`src/rtl/imem_pkg.sv`:
```
// Shared definitions for the instruction-memory loader and the instruction memory.
package imem_pkg;

  localparam int unsigned IMEM_WORD_W    = 32;
  localparam int unsigned IMEM_BASE_ADDR = 4;
  localparam int unsigned IMEM_MAX_WORDS = 15;

  typedef enum logic [1:0] {
    ST_IDLE  = 2'd0,
    ST_RECV  = 2'd1,
    ST_WRITE = 2'd2,
    ST_DONE  = 2'd3
  } state_t;

endpackage

```
`src/rtl/byte_packer.sv`:
```
// Four-lane little-endian byte packer; clear zero-fills every lane so short words read back 0 above the last byte.
module byte_packer
  import imem_pkg::*;
(
  input  logic                   clk,
  input  logic                   reset,
  input  logic                   clear,
  input  logic                   push,
  input  logic                   last,
  input  logic [7:0]             data,
  output logic [IMEM_WORD_W-1:0] word,
  output logic [2:0]             byte_cnt,
  output logic                   full,
  output logic                   last_seen
);

  always_ff @(posedge clk) begin
    if (reset || clear) begin
      word      <= '0;
      byte_cnt  <= '0;
      full      <= 1'b0;
      last_seen <= 1'b0;
    end else if (push) begin
      word[{byte_cnt[1:0], 3'b000} +: 8] <= data;
      byte_cnt  <= byte_cnt + 3'd1;
      full      <= (byte_cnt == 3'd3);
      last_seen <= last;
    end
  end

endmodule

```
`src/rtl/imem_loader.sv`:
```
// Boot loader: packs a byte stream into 32-bit words and writes them to instruction memory while holding the core.
module imem_loader
  import imem_pkg::*;
#(
  parameter  int unsigned MAX_WORDS = IMEM_MAX_WORDS,
  parameter  int unsigned BASE_ADDR = IMEM_BASE_ADDR,
  parameter  int unsigned ADDR_W    = 32,
  localparam int unsigned WC_W      = $clog2(MAX_WORDS + 1)
) (
  input  logic                   clk,
  input  logic                   reset,
  input  logic                   start,
  input  logic                   in_valid,
  input  logic [7:0]             in_data,
  input  logic                   in_last,
  output logic                   in_ready,
  output logic                   mem_we,
  output logic [ADDR_W-1:0]      mem_addr,
  output logic [IMEM_WORD_W-1:0] mem_wdata,
  output logic                   cpu_hold,
  output logic                   done,
  output logic [WC_W-1:0]        word_count,
  output logic                   err_partial,
  output logic                   err_overflow
);

  state_t            state, state_nxt;
  logic [WC_W-1:0]   wc_nxt;
  logic [ADDR_W-1:0] addr_nxt;
  logic              part_nxt, ovf_nxt, hold_nxt;
  logic              pk_clear, accept, push, overflow;
  logic [2:0]        byte_cnt;
  logic              pk_full, pk_last;

  assign accept   = in_valid & in_ready;
  assign overflow = (word_count == WC_W'(MAX_WORDS));
  assign push     = accept & ~overflow;
  assign addr_nxt = ADDR_W'(BASE_ADDR) + (ADDR_W'(wc_nxt) << 2);

  byte_packer u_packer (
    .clk       (clk),
    .reset     (reset),
    .clear     (pk_clear),
    .push      (push),
    .last      (in_last),
    .data      (in_data),
    .word      (mem_wdata),
    .byte_cnt  (byte_cnt),
    .full      (pk_full),
    .last_seen (pk_last)
  );

  // State and registered outputs; outputs are decoded from the next state so they line up with it.
  always_ff @(posedge clk) begin
    if (reset) begin
      state        <= ST_IDLE;
      in_ready     <= 1'b0;
      mem_we       <= 1'b0;
      mem_addr     <= ADDR_W'(BASE_ADDR);
      cpu_hold     <= 1'b1;
      done         <= 1'b0;
      word_count   <= '0;
      err_partial  <= 1'b0;
      err_overflow <= 1'b0;
    end else begin
      state        <= state_nxt;
      in_ready     <= (state_nxt == ST_RECV);
      mem_we       <= (state_nxt == ST_WRITE);
      mem_addr     <= addr_nxt;
      cpu_hold     <= hold_nxt;
      done         <= (state_nxt == ST_DONE);
      word_count   <= wc_nxt;
      err_partial  <= part_nxt;
      err_overflow <= ovf_nxt;
    end
  end

  always_comb begin
    state_nxt = state;
    wc_nxt    = word_count;
    part_nxt  = err_partial;
    ovf_nxt   = err_overflow;
    hold_nxt  = cpu_hold;
    pk_clear  = 1'b0;
    unique case (state)
      ST_IDLE: begin
        if (start) begin
          state_nxt = ST_RECV;
          wc_nxt    = '0;
          part_nxt  = 1'b0;
          ovf_nxt   = 1'b0;
          hold_nxt  = 1'b1;
          pk_clear  = 1'b1;
        end
      end
      ST_RECV: begin
        if (accept) begin
          // Past the word limit bytes are swallowed; only in_last still matters.
          if (overflow) begin
            ovf_nxt = 1'b1;
            if (in_last) state_nxt = ST_DONE;
          end else if (in_last || byte_cnt == 3'd3) begin
            state_nxt = ST_WRITE;
          end
        end
      end
      ST_WRITE: begin
        wc_nxt   = word_count + WC_W'(1);
        pk_clear = 1'b1;
        if (pk_last && !pk_full) part_nxt = 1'b1;
        state_nxt = pk_last ? ST_DONE : ST_RECV;
      end
      ST_DONE: begin
        hold_nxt  = 1'b0;
        state_nxt = ST_IDLE;
      end
      default: state_nxt = ST_IDLE;
    endcase
  end

endmodule
```
`config.mk`:
```
export PLATFORM = sky130hd
export DESIGN_NAME = imem_loader
export DESIGN_NICKNAME = d
export VERILOG_FILES = /design/src/rtl/imem_pkg.sv /design/src/rtl/byte_packer.sv /design/src/rtl/imem_loader.sv
export SDC_FILE = /design/constraint.sdc
export NUM_CORES = 1
export LEC_CHECK = 0
export BUFFER_PORTS_ARGS = -buffer_cell sky130_fd_sc_hd__buf_2
export CELL_PAD_IN_SITES_DETAIL_PLACEMENT = 1
export CELL_PAD_IN_SITES_GLOBAL_PLACEMENT = 2
export CORE_UTILIZATION = 30
export DETAILED_ROUTE_END_ITERATION = 8
export GPL_TIMING_DRIVEN = 0
export PLACE_DENSITY = 0.83
export SLEW_MARGIN = 20
export SYNTH_ARGS = -nofsm -noshare
export SYNTH_HDL_FRONTEND = slang
export SYNTH_SLANG_ARGS = --single-unit
```
`constraint.sdc`:
```
create_clock -name clk -period 3.5 [get_ports clk]
set_input_delay 0 -clock clk [delete_from_list [all_inputs] [get_ports clk]]
set_output_delay 0 -clock clk [all_outputs]
set_load 0.05 [all_outputs]
```
=== Yosys cells after proc, flatten, opt, wreduce, memory -nomap -nowiden ===
Index checks and enable logic that the tools add are counted.

* Flip-flop bits (word level): 81
* Logic and storage cells: 65

* $add $sub $neg: 4
* Shifts and indexed selects: 2
* Multiplexer cells: 20
* Reductions and logical operators: 11
* Bitwise gates (word level): 3
* Equal/unequal tests: 12

{| class="wikitable"
|+ Operators with widths
! operator !! count
|-
| $bwmux 32 || 1
|-
| $shift 8x7->32 const A || 1
|-
| $shiftx 8x7->32 || 1
|-
| $mux 2 || 6
|-
| $eq 2x2->1 const B || 4
|-
| $ne 2x2->1 const B || 4
|-
| $pmux 1 s2 || 4
|-
| $pmux 2 s4 || 1
|-
| $pmux 4 s2 || 1
|-
| $add 3x6->7 const A || 1
|-
| $neg 5->7 || 1
|-
| $mux 1 || 6
|-
| $reduce_bool 2->1 || 3
|-
| $add 4x1->4 const B || 1
|-
| $eq 2x1->1 const B || 2
|-
| $eq 4x4->1 const B || 1
|-
| $mux 4 || 1
|-
| $reduce_and 4->1 || 1
|-
| $add 3x1->3 const B || 1
|-
| $eq 3x2->1 const B || 1
|-
| $reduce_and 3->1 || 1
|-
| $and 1x1->1 || 2
|-
| $logic_not 2->1 || 1
|-
| $logic_or 1x1->1 || 2
|-
| other kinds (4) || 4
|}

=== Depth between registers and ports, before layout ===
Gate-level depths: netlist of the first run.

* Depth after elaboration: 7
* Mapped depth: 7

=== Cells and area by module ===
A second synthesis of the first run with hierarchy kept.

* Cells, all modules: 244
* Area, all modules: 2368.5 µm²

{| class="wikitable"
|+ Modules (own cells, without submodules)
! module !! area an instance (µm²) !! seq. area each (µm²) !! times used !! cells an instance
|-
| byte_packer || 1468.9 || 740.7 || 1 || 143
|-
| imem_loader || 899.6 || 340.3 || 1 || 101
|}

=== Worst setup path after synthesis of the first run ===
OpenSTA, ideal clock, no wires.

* Kind: register -> register
* From: reg word_count[0]
* To: reg u_packer.word[16]
* Path buffers: 2
* Data required time: 3.368 ns
* Stages on the path, launching flop included: 8
* Path slack: 1.554 ns
* Clock period less this slack: 1.946 ns
* Setup time: 0.132 ns
* Arrival time: 1.814 ns
* Cells stage by stage: dfxtp_1 > ha_1 > nand3_1 > and2_1 > buf_4 > buf_2 > nand4_1 > a21oi_1

* Longest elaborated chain between the ends: 3

{| class="wikitable"
|+ Ends and longest elaborated chain
! what !! line !! RTL
|-
| start, declared || imem_loader.sv:22 || <nowiki>output logic [WC_W-1:0] word_count,</nowiki>
|-
| start signal, assigned || imem_loader.sv:72 || <nowiki>word_count <= wc_nxt;</nowiki>
|-
| $eq 4x4->1 || imem_loader.sv:36 || <nowiki>assign overflow = (word_count == WC_W'(MAX_WORDS));</nowiki>
|-
| $not 1->1 || imem_loader.sv:37 || <nowiki>assign push = accept & ~overflow;</nowiki>
|-
| $and 1x1->1 || imem_loader.sv:37 ||
|-
| end signal, assigned by index || byte_packer.sv:24 || <nowiki>word[{byte_cnt[1:0], 3'b000} +: 8] <= data;</nowiki>
|-
| end, declared || byte_packer.sv:11 || <nowiki>output logic [IMEM_WORD_W-1:0] word,</nowiki>
|}

No other way between the ends.
A chain may end at the register's enable or synchronous reset.

=== Final worst setup path of the first run ===
* From: reg u_packer.byte_cnt[0]
* To: reg u_packer.word[27]

* Longest elaborated chain between the ends: 3
* Elaborated cells on any way between the ends: 4

{| class="wikitable"
|+ Ends and longest elaborated chain
! what !! line !! RTL
|-
| start, declared || byte_packer.sv:12 || <nowiki>output logic [2:0] byte_cnt,</nowiki>
|-
| start signal, assigned || byte_packer.sv:25 || <nowiki>byte_cnt <= byte_cnt + 3'd1;</nowiki>
|-
| $neg 5->7 * || byte_packer.sv:24 ||
|-
| $shiftx 8x7->32 / $shift 8x7->32 (equally long branches) || byte_packer.sv:24 ||
|-
| $bwmux 32 * || byte_packer.sv:24 ||
|}

Every way passes the cells marked *; elsewhere a longest branch is shown, timed or not.

==> results.toml, run 1 <==
[placement]
placed_cells = 461
port_buffers = 59
postPlaceCellArea_sq_mm = 0.00289
dp_hpwl_mm = 4.61
gp_congestion = 0.750

[synthesis]
ys.flop_type = "dfxtp_1"
synthTopCellsByArea = "dfxtp_1 46%, buf_4 8.9%, nand4_1 8.4%"
synthAdderAreaFrac_pct = 4.22
synthesis.area_sq_mm = 0.00237
yosys_warnings = 0
ys_seq_area_share_pct = 45.6
ys_seq_elements = 54
synth-simple-area-share_pct = 24.0
synth_compound_area_share_pct = 11.7
synthArstFlopShare_pct = 0
synth-edff-count = 0
synth_top_family_by_area = "simple AND/OR/NAND/NOR gates"
ys_types = 37
synth_top_area_share_pct = 45.6
synth_top_area_cell = "dfxtp_1"
synth_xor_area_share_pct = 0.369
postSynthCellCount = 274
synth_mux_area_share_pct = 1.69
synth.avg_cell_area_sq_um = 8.65

[global_route]
grt_first_pass_wirelength_mm = 10.4
grt-ovfl-total = 0
antenna_found_initial = 0
grt_pass1_vias = 2128
grt_max_degree = 17
track_usage_pct = 15.7

[power_and_ir_drop]
p_sw_uw = 358
p_int_uw = 813
max-vdd-ir-drop_mv = 0.173
comb_power_share_pct = 15.9
power.clock.fraction_pct = 30.7
p_seq_share_pct = 53.4
p_leak_uw = 0.00133
power.total_uw = 1170
switching_share_pct = 30.6
p_per_area_mw_per_mm2 = 385

[timing]
worst_pin_slew_ns = 0.859
tns_ns = 0
maxSlewHeadroom_pct = 42.6
finalHoldViolCount = 0
min_period_ns = 2.19
skew_ns = 0.0160
setup_viol = 0
max_clock_freq_mhz = 458
drv_slew = 0
holdWs_ns = 0.00775
rsz0062_at_grt = "no"
finalCritPeriodShare_pct = 62.4

[cells_and_area]
drive_gt1_share_pct = 27.1
area_growth_pct = 28.1
fin_cells = 475
antennaDiodeCount = 0
stdcell_area_sq_mm = 0.00304
nNetsFinal = 393

[cts]
clock-sinks = 54
cts_hold_buf = 6
cts_setup_buffers = 0
cts_buffer_depth = 2
clock-root-buffer = "clkbuf_8"
cts_resized = 0
numCtsBuffers = 5
clk_pin_slew_ns = 0.11
htree_num_levels = 2
clock_latency_ns = 0.32
cts_tree = "yes"

[floorplan]
die_y_um = 90.9
io_pins = 87
row_count = 32
initial_core_util_pct = 30.8
die_area_sq_mm = 0.00826
coreArea_sq_mm = 0.00769
fp.dieW_um = 90.9

[route]
wire_per_inst_um = 13.4
wl_mm = 6.36
drtIter0Drc = 61
vias = 2205
ant_nets = 0
avgViaCountPerCell = 4.64
post-route-drc-count = 0
first_pass_iters = 4

[status]
outcome = "completed"

[critical_path]
crit_arrival_ns = 2.44
worstSetupPathType = "flip-flop to flip-flop"
end_kind = "flip-flop"
crit_fanout = 8
crit_required_ns = 3.76
cp-start-kind = "flip-flop"

[job]
maxCapViolCount = 0

[worst_hold_path]
hp-class = "primary input to flip-flop"
[power groups by stage]
stage,combinational [uW],sequential [uW],clock [uW]
2_1_floorplan,133,651,0
3_3_place_gp,179,640,0
3_5_place_dp,180,640,0
4_1_cts,185,626,374
5_1_grt,199,627,397
6_report,186,625,359
[area by class of cell]
type	count	area [sq um]
Sequential cell	54	1080
Timing Repair Buffer	65	355
Clock inverter	2	13.8
Multi-Input combinational cell	198	1100
Buffer	41	265
Clock buffer	6	72.6
Fill cell	963	4650
Tap cell	102	128
Inverter	7	26.3
[sequential cells by signal, indices dropped and copies added (netlist names)]
register / count
cpu_hold: 1
mem_we: 1
err_partial: 1
mem_addr: 5
u_packer.byte_cnt: 3
u_packer.word: 32
in_ready: 1
word_count: 4
err_overflow: 1
done: 1
state: 2
u_packer.last_seen: 1
u_packer.full: 1
[through the flow]
stage,worst slack (ns),util (%)
after floorplan,1.55,-
after global placement,1.42,37.6
after detailed placement,1.38,37.6
after CTS,1.31,39.5
after global routing,1.12,39.5
final,1.31,39.5
[cells in the mapped netlist (3+ instances only)]
master	n
nor2b_1	4
buf_1	5
clkbuf_1	3
nor3_1	3
dfxtp_1	54
nor3b_1	5
nand4_1	32
nand3_1	7
ha_1	8
nor2_1	11
nand2_1	38
a21oi_1	37
buf_2	4
mux2i_1	4
buf_4	28
inv_1	6
and2_1	3
[metal layers]
metal  vias to the layer above  global-route usage (%)  part of all wire [%]
met2                        54                    27.0                    48
li1                       1100                       -                     -
met1                      1046                    20.1                    46
met4                         0                    3.57                  0.80
met5                         -                       0                     0
met3                         5                    3.45                   4.6
[kinds of logic after synthesis]
kind of cell / after synthesis
other: 1
buffers and inverters: 48
adders and majority gates: 8
xor gates and xnor gates: 1
and+or+nand+nor: 109
AOI/OAI and AO/OA: 49
muxes: 4
DFF: 54
[worst max-delay path, stage by stage, from the launching register on]
cell and delay, ns:
dfxtp_1 0.46, inv_1 0.16, ha_1 0.39, nor3_1 0.69, nand4_1 0.25, a21oi_1 0.18
[layout by cell type, fill, tap and decap left out, types with 4 or more instances in the layout]
master,synthesis,routed
mux2i_1,4,4
buf_4,28,28
a21oi_1,37,37
nor3b_1,5,5
nand3_1,7,7
nor2b_1,4,4
inv_1,6,6
conb_1,1,27
dfxtp_1,54,54
nand2_1,38,38
dlygate4sd3_1,0,6
nor2_1,11,11
clkbuf_8,0,5
clkbuf_1,3,4
buf_1,5,5
buf_2,4,63
ha_1,8,8
nand4_1,32,32
[worst paths after layout]
check	start	to	slack, ns	cells after the start
setup / recovery	u_packer.byte_cnt[0]	u_packer.word[27]	1.31	5
hold / removal	in_data[2]	u_packer.word[2]	0.008	3
setup reg to reg	u_packer.byte_cnt[0]	u_packer.word[27]	1.31	5
hold reg to reg	cpu_hold	cpu_hold	0.45	2
Power figures use the tool's default switching activity.
==> inputs of run 2 (changes only) <==
--- a/config.mk
+++ b/config.mk
@@ -8,10 +8,10 @@
 export BUFFER_PORTS_ARGS = -buffer_cell sky130_fd_sc_hd__buf_2
 export CELL_PAD_IN_SITES_DETAIL_PLACEMENT = 1
 export CELL_PAD_IN_SITES_GLOBAL_PLACEMENT = 2
-export CORE_UTILIZATION = 30
+export CORE_UTILIZATION = 25
 export DETAILED_ROUTE_END_ITERATION = 8
 export GPL_TIMING_DRIVEN = 0
-export PLACE_DENSITY = 0.83
+export PLACE_DENSITY = 0.73
 export SLEW_MARGIN = 20
 export SYNTH_ARGS = -nofsm -noshare
 export SYNTH_HDL_FRONTEND = slang
==> constraint.sdc (replaced) <==
create_clock -name clk -period 1.89 [get_ports clk]
set_input_delay 0 -clock clk [delete_from_list [all_inputs] [get_ports clk]]
set_output_delay 0 -clock clk [all_outputs]
set_load 0.05 [all_outputs]
==> results.toml, run 2 (same netlist as run 1, synthesis figures left out) <==
[power_and_ir_drop]
p_leak_uw = 0.00138
p_per_area_mw_per_mm2 = 698
max-vdd-ir-drop_mv = 0.291

[route]
wire_per_inst_um = 13.6
wl_mm = 6.60
avgViaCountPerCell = 4.53
post-route-drc-count = 0
drtIter0Drc = 41
first_pass_iters = 4
vias = 2206
ant_nets = 0

[critical_path]
crit_slowest_cell = "dfxtp_4"
crit_family = "buffers and inverters"
crit_buf_inv = 3
crit_fanout = 9
end_kind = "flip-flop"
crit_required_ns = 2.08
cp-start-kind = "flip-flop"
crit_arrival_ns = 1.94
rr_startpoint = "u_packer.byte_cnt[0]"
cp_slowest_stage_delay_ns = 0.41
worstSetupPathType = "flip-flop to flip-flop"
cp_cell_sequence = "clkinvlp_4 > buf_4 > ha_1 > buf_1 > nand3_2 > nand2_1 > a21oi_1"
worstSetupStartpoint = "u_packer.byte_cnt[0]"

[global_route]
grt-ovfl-total = 0
track_usage_pct = 13.4
grt_pass1_vias = 2070
grt_first_pass_wirelength_mm = 10.4
antenna_found_initial = 0
grt_max_degree = 18

[placement]
gp_congestion = 0.739
placed_cells = 470
postPlaceCellArea_sq_mm = 0.00291
port_buffers = 59
dp_hpwl_mm = 4.87

[cts]
cts_buffer_depth = 2
clock_latency_ns = 0.32
clock-sinks = 54
clk_pin_slew_ns = 0.11
clock-root-buffer = "clkbuf_8"
cts_tree = "yes"
numCtsBuffers = 5
htree_num_levels = 2

[timing]
setup_viol = 0
finalCritPeriodShare_pct = 92.5
holdWs_ns = 0.00703
max_clock_freq_mhz = 572
drv_slew = 0
finalHoldViolCount = 0
min_period_ns = 1.75
skew_ns = 0.0126

[floorplan]
row_count = 35
die_y_um = 99.4
coreArea_sq_mm = 0.00920
initial_core_util_pct = 25.8
die_area_sq_mm = 0.00988
fp.dieW_um = 99.4
io_pins = 87

[worst_hold_path]
worstHoldStart = "in_data[1]"
hp-class = "primary input to flip-flop"

[cells_and_area]
top_register = "u_packer.word"
antennaDiodeCount = 0
reg_top3 = "u_packer.word: 32 flops, mem_addr: 5 flops, word_count: 4 flops"
final_common_cell = "buf_2"
nNetsFinal = 396
area_growth_pct = 34.4
final_util_pct = 34.7
stdcell_area_sq_mm = 0.00319
layout_common_cells = "63 x buf_2, 51 x dfxtp_1, 38 x nand2_1"
largest_reg_flops = 32
fin_cells = 487
drive_gt1_share_pct = 31.6

[status]
outcome = "completed"

[job]
maxCapViolCount = 0
==> run 2: report_power, final <==
part / leakage (uW) / internal (uW) / switching, uW / total (uW)
sequential: 0.000438 / 1150 / 11.7 / 1160
combinational: 0.000893 / 106 / 262 / 368
clock: 0.0000478 / 303 / 396 / 698
==> run 2: worst paths after layout <==
kind | endpoint | slack, ns | cells past startpoint
worst max-delay path | u_packer.word[16] | 0.14 | 7
worst max register to register | u_packer.word[16] | 0.14 | 7
worst min-delay path | u_packer.word[9] | 0.007 | 3
worst min register to register | cpu_hold | 0.45 | 2
==> run 2: final cells by class <==
| type | count | area [sq um] |
|---|---|---|
| Clock inverter | 2 | 16.3 |
| Timing Repair Buffer | 68 | 380 |
| Clock buffer | 6 | 82.6 |
| Buffer | 41 | 265 |
| Fill cell | 1121 | 6010 |
| Tap cell | 111 | 139 |
| Sequential cell | 54 | 1090 |
| Multi-Input combinational cell | 198 | 1190 |
| Inverter | 7 | 30.0 |
==> run 2: what timing repair did <==
action / in CTS / in global routing
endpoints found under the hold margin: 6 / 1
setup buffers: 0 / 2
setup endpoints to repair: 26 / 36
hold buffers: 6 / 1
resized for setup: 2 / 19
==> run 2: metal layers <==
| metal | GRT usage [%] | part of all wire [%] |
|---|---|---|
| met1 | 17.1 | 46 |
| met2 | 23.2 | 49 |
| met3 | 2.60 | 4.4 |
| met4 | 3.73 | 0.67 |
| met5 | 0 | 0 |
==> run 2: stage by stage <==
| stage | setup TNS [ns] | power (uW) | worst slack [ns] |
|---|---|---|---|
| finish | 0 | 2230 | 0.142 |
| global route | -0.0280 | 2340 | -0.0202 |
| CTS | -5.20 | 2240 | -0.251 |
| detailed placement | -4.18 | 1520 | -0.217 |
| global placement | -3.24 | 1520 | -0.196 |
| floorplan | 0 | 1450 | 0.0710 |
==> run 2: tightest hold or removal path, delay by kind of cell <==
family | cells | cell delay, ns
buf+inv | 1 | 0.14
simple gates | 1 | 0.08
compound gates | 1 | 0.06
==> inputs of run 3 (changes only) <==
--- a/config.mk
+++ b/config.mk
@@ -8,10 +8,10 @@
 export BUFFER_PORTS_ARGS = -buffer_cell sky130_fd_sc_hd__buf_2
 export CELL_PAD_IN_SITES_DETAIL_PLACEMENT = 1
 export CELL_PAD_IN_SITES_GLOBAL_PLACEMENT = 2
-export CORE_UTILIZATION = 25
+export CORE_UTILIZATION = 27
 export DETAILED_ROUTE_END_ITERATION = 8
 export GPL_TIMING_DRIVEN = 0
-export PLACE_DENSITY = 0.73
+export PLACE_DENSITY = 0.75
 export SLEW_MARGIN = 20
 export SYNTH_ARGS = -nofsm -noshare
 export SYNTH_HDL_FRONTEND = slang
==> constraint.sdc (replaced) <==
create_clock -name clk -period 1.8 [get_ports clk]
set_input_delay 0 -clock clk [delete_from_list [all_inputs] [get_ports clk]]
set_output_delay 0 -clock clk [all_outputs]
set_load 0.05 [all_outputs]
==> results.toml, run 3 (same netlist as run 1, synthesis figures left out) <==
[status]
outcome = "completed"

[cts]
cts_tree = "yes"
htree_num_levels = 2
clock-root-buffer = "clkbuf_8"
clock_latency_ns = 0.31
numCtsBuffers = 5
cts_buffer_depth = 2
clk_pin_slew_ns = 0.10
clock-sinks = 54

[timing]
finalHoldViolCount = 0
rsz0062_at_grt = "yes"
holdWs_ns = 0.00698
drv_slew = 0
min_period_ns = 1.70
setup_viol = 0
skew_ns = 0.0127
max_clock_freq_mhz = 587
finalCritPeriodShare_pct = 94.6

[route]
wl_mm = 6.56
vias = 2186
post-route-drc-count = 0
drtIter0Drc = 65
first_pass_iters = 4
avgViaCountPerCell = 4.57
ant_nets = 0
wire_per_inst_um = 13.7

[critical_path]
cp_slowest_stage_delay_ns = 0.43
crit_slowest_cell = "dfxtp_4"
end_kind = "flip-flop"
cp_cell_sequence = "clkinvlp_4 > ha_4 > nor3b_4 > nand4_1 > a21oi_2"
cp-start-kind = "flip-flop"
crit_fanout = 8
worstSetupPathType = "flip-flop to flip-flop"
crit_arrival_ns = 1.95
crit_required_ns = 2.04

[power_and_ir_drop]
p_per_area_mw_per_mm2 = 714
max-vdd-ir-drop_mv = 0.358
p_leak_uw = 0.00137

[floorplan]
initial_core_util_pct = 28.4
die_y_um = 95.7
io_pins = 87
fp.dieW_um = 95.7
row_count = 33
coreArea_sq_mm = 0.00834
die_area_sq_mm = 0.00916

[global_route]
use_met2_pct = 25.4
antenna_found_initial = 0
grtUsageMet3_pct = 3.00
grt_first_pass_wirelength_mm = 10.4
grt_max_degree = 16
grt_pass1_vias = 2084
grt-ovfl-total = 0
grt.busiest_layer = "met2"
use_met1_pct = 18.5
track_usage_pct = 14.8

[job]
maxCapViolCount = 0

[cells_and_area]
stdcell_area_sq_mm = 0.00317
drive_gt1_share_pct = 33.2
nNetsFinal = 394
final_util_pct = 38.1
layout_common_cells = "61 x buf_2, 49 x dfxtp_1, 38 x nand2_1"
reg_top3 = "u_packer.word: 32 flops, mem_addr: 5 flops, word_count: 4 flops"
largest_reg_flops = 32
final_common_cell = "buf_2"
area_growth_pct = 33.9
top_register = "u_packer.word"
fin_cells = 478
antennaDiodeCount = 0

[placement]
placed_cells = 464
postPlaceCellArea_sq_mm = 0.00290
gp_congestion = 0.767
port_buffers = 59
dp_hpwl_mm = 4.82

[worst_hold_path]
hp-class = "primary input to flip-flop"
[run 3: changes by cell type in the layout (fill, tap and decap cells not counted), sizes merged]
cell | previous run | this run
inv | 6 | 5
dlygate4sd3 | 7 | 5
[run 3: what timing repair did]
action | 4_1_cts | 5_1_grt
endpoints found under the hold margin | 6 | 0
endpoints found under the setup margin | 33 | 41
setup buffers | 0 | 3
gates resized for setup | 14 | 16
hold buffers | 5 | 0
[run 3: path summary, 6_finish.rpt]
path	start	endpoint	slack [ns]	cells after the start
worst min register to register	u_packer.word[19]	u_packer.word[19]	0.46	2
worst min-delay path	reset	mem_addr[2]	0.007	2
worst max register to register	u_packer.byte_cnt[0]	u_packer.word[23]	0.1	5
worst max-delay path	u_packer.byte_cnt[0]	u_packer.word[23]	0.1	5
[run 3: through the flow]
stage	worst slack, ns	TNS (ns)	total power (uW)
CTS	0.00414	0	2290
floorplan	0.0247	0	1530
finish	0.0973	0	2260
global route	-0.0526	-0.159	2380
global placement	-0.268	-5.42	1590
detailed placement	-0.333	-6.99	1590
[run 3: layer usage]
layer / part of all wire, % / vias to the layer above
li1: - / 1097
met3: 4.7 / 9
met1: 46 / 1021
met5: 0 / -
met4: 1.4 / 0
met2: 48 / 59
[run 3: cell type report]
type / count / area, sq um
fillers: 1031 / 5170
multi-input cells: 198 / 1200
flip-flops and latches: 54 / 1090
repair buffers: 67 / 368
plain buffers: 40 / 270
well taps: 105 / 131
clock buffers: 6 / 72.6
inverters: 7 / 30.0
clock inverters: 1 / 7.51
[run 3: where the power goes]
group / internal [uW] / leakage [uW] / switching [uW]
Clock: 268 / 0.0000373 / 396
Sequential: 1210 / 0.000439 / 11.7
Combinational: 111 / 0.000892 / 274
[run 3: critical path, delay by kind of cell (launching register included)]
kind                     cells  cell delay [ns]
flip-flops                   1             0.43
adder cells (fa/ha/maj)      1             0.36
AO/OA/AOI/OAI                1             0.16
buffers and inverters        1             0.17
AND/OR/NAND/NOR              2             0.51
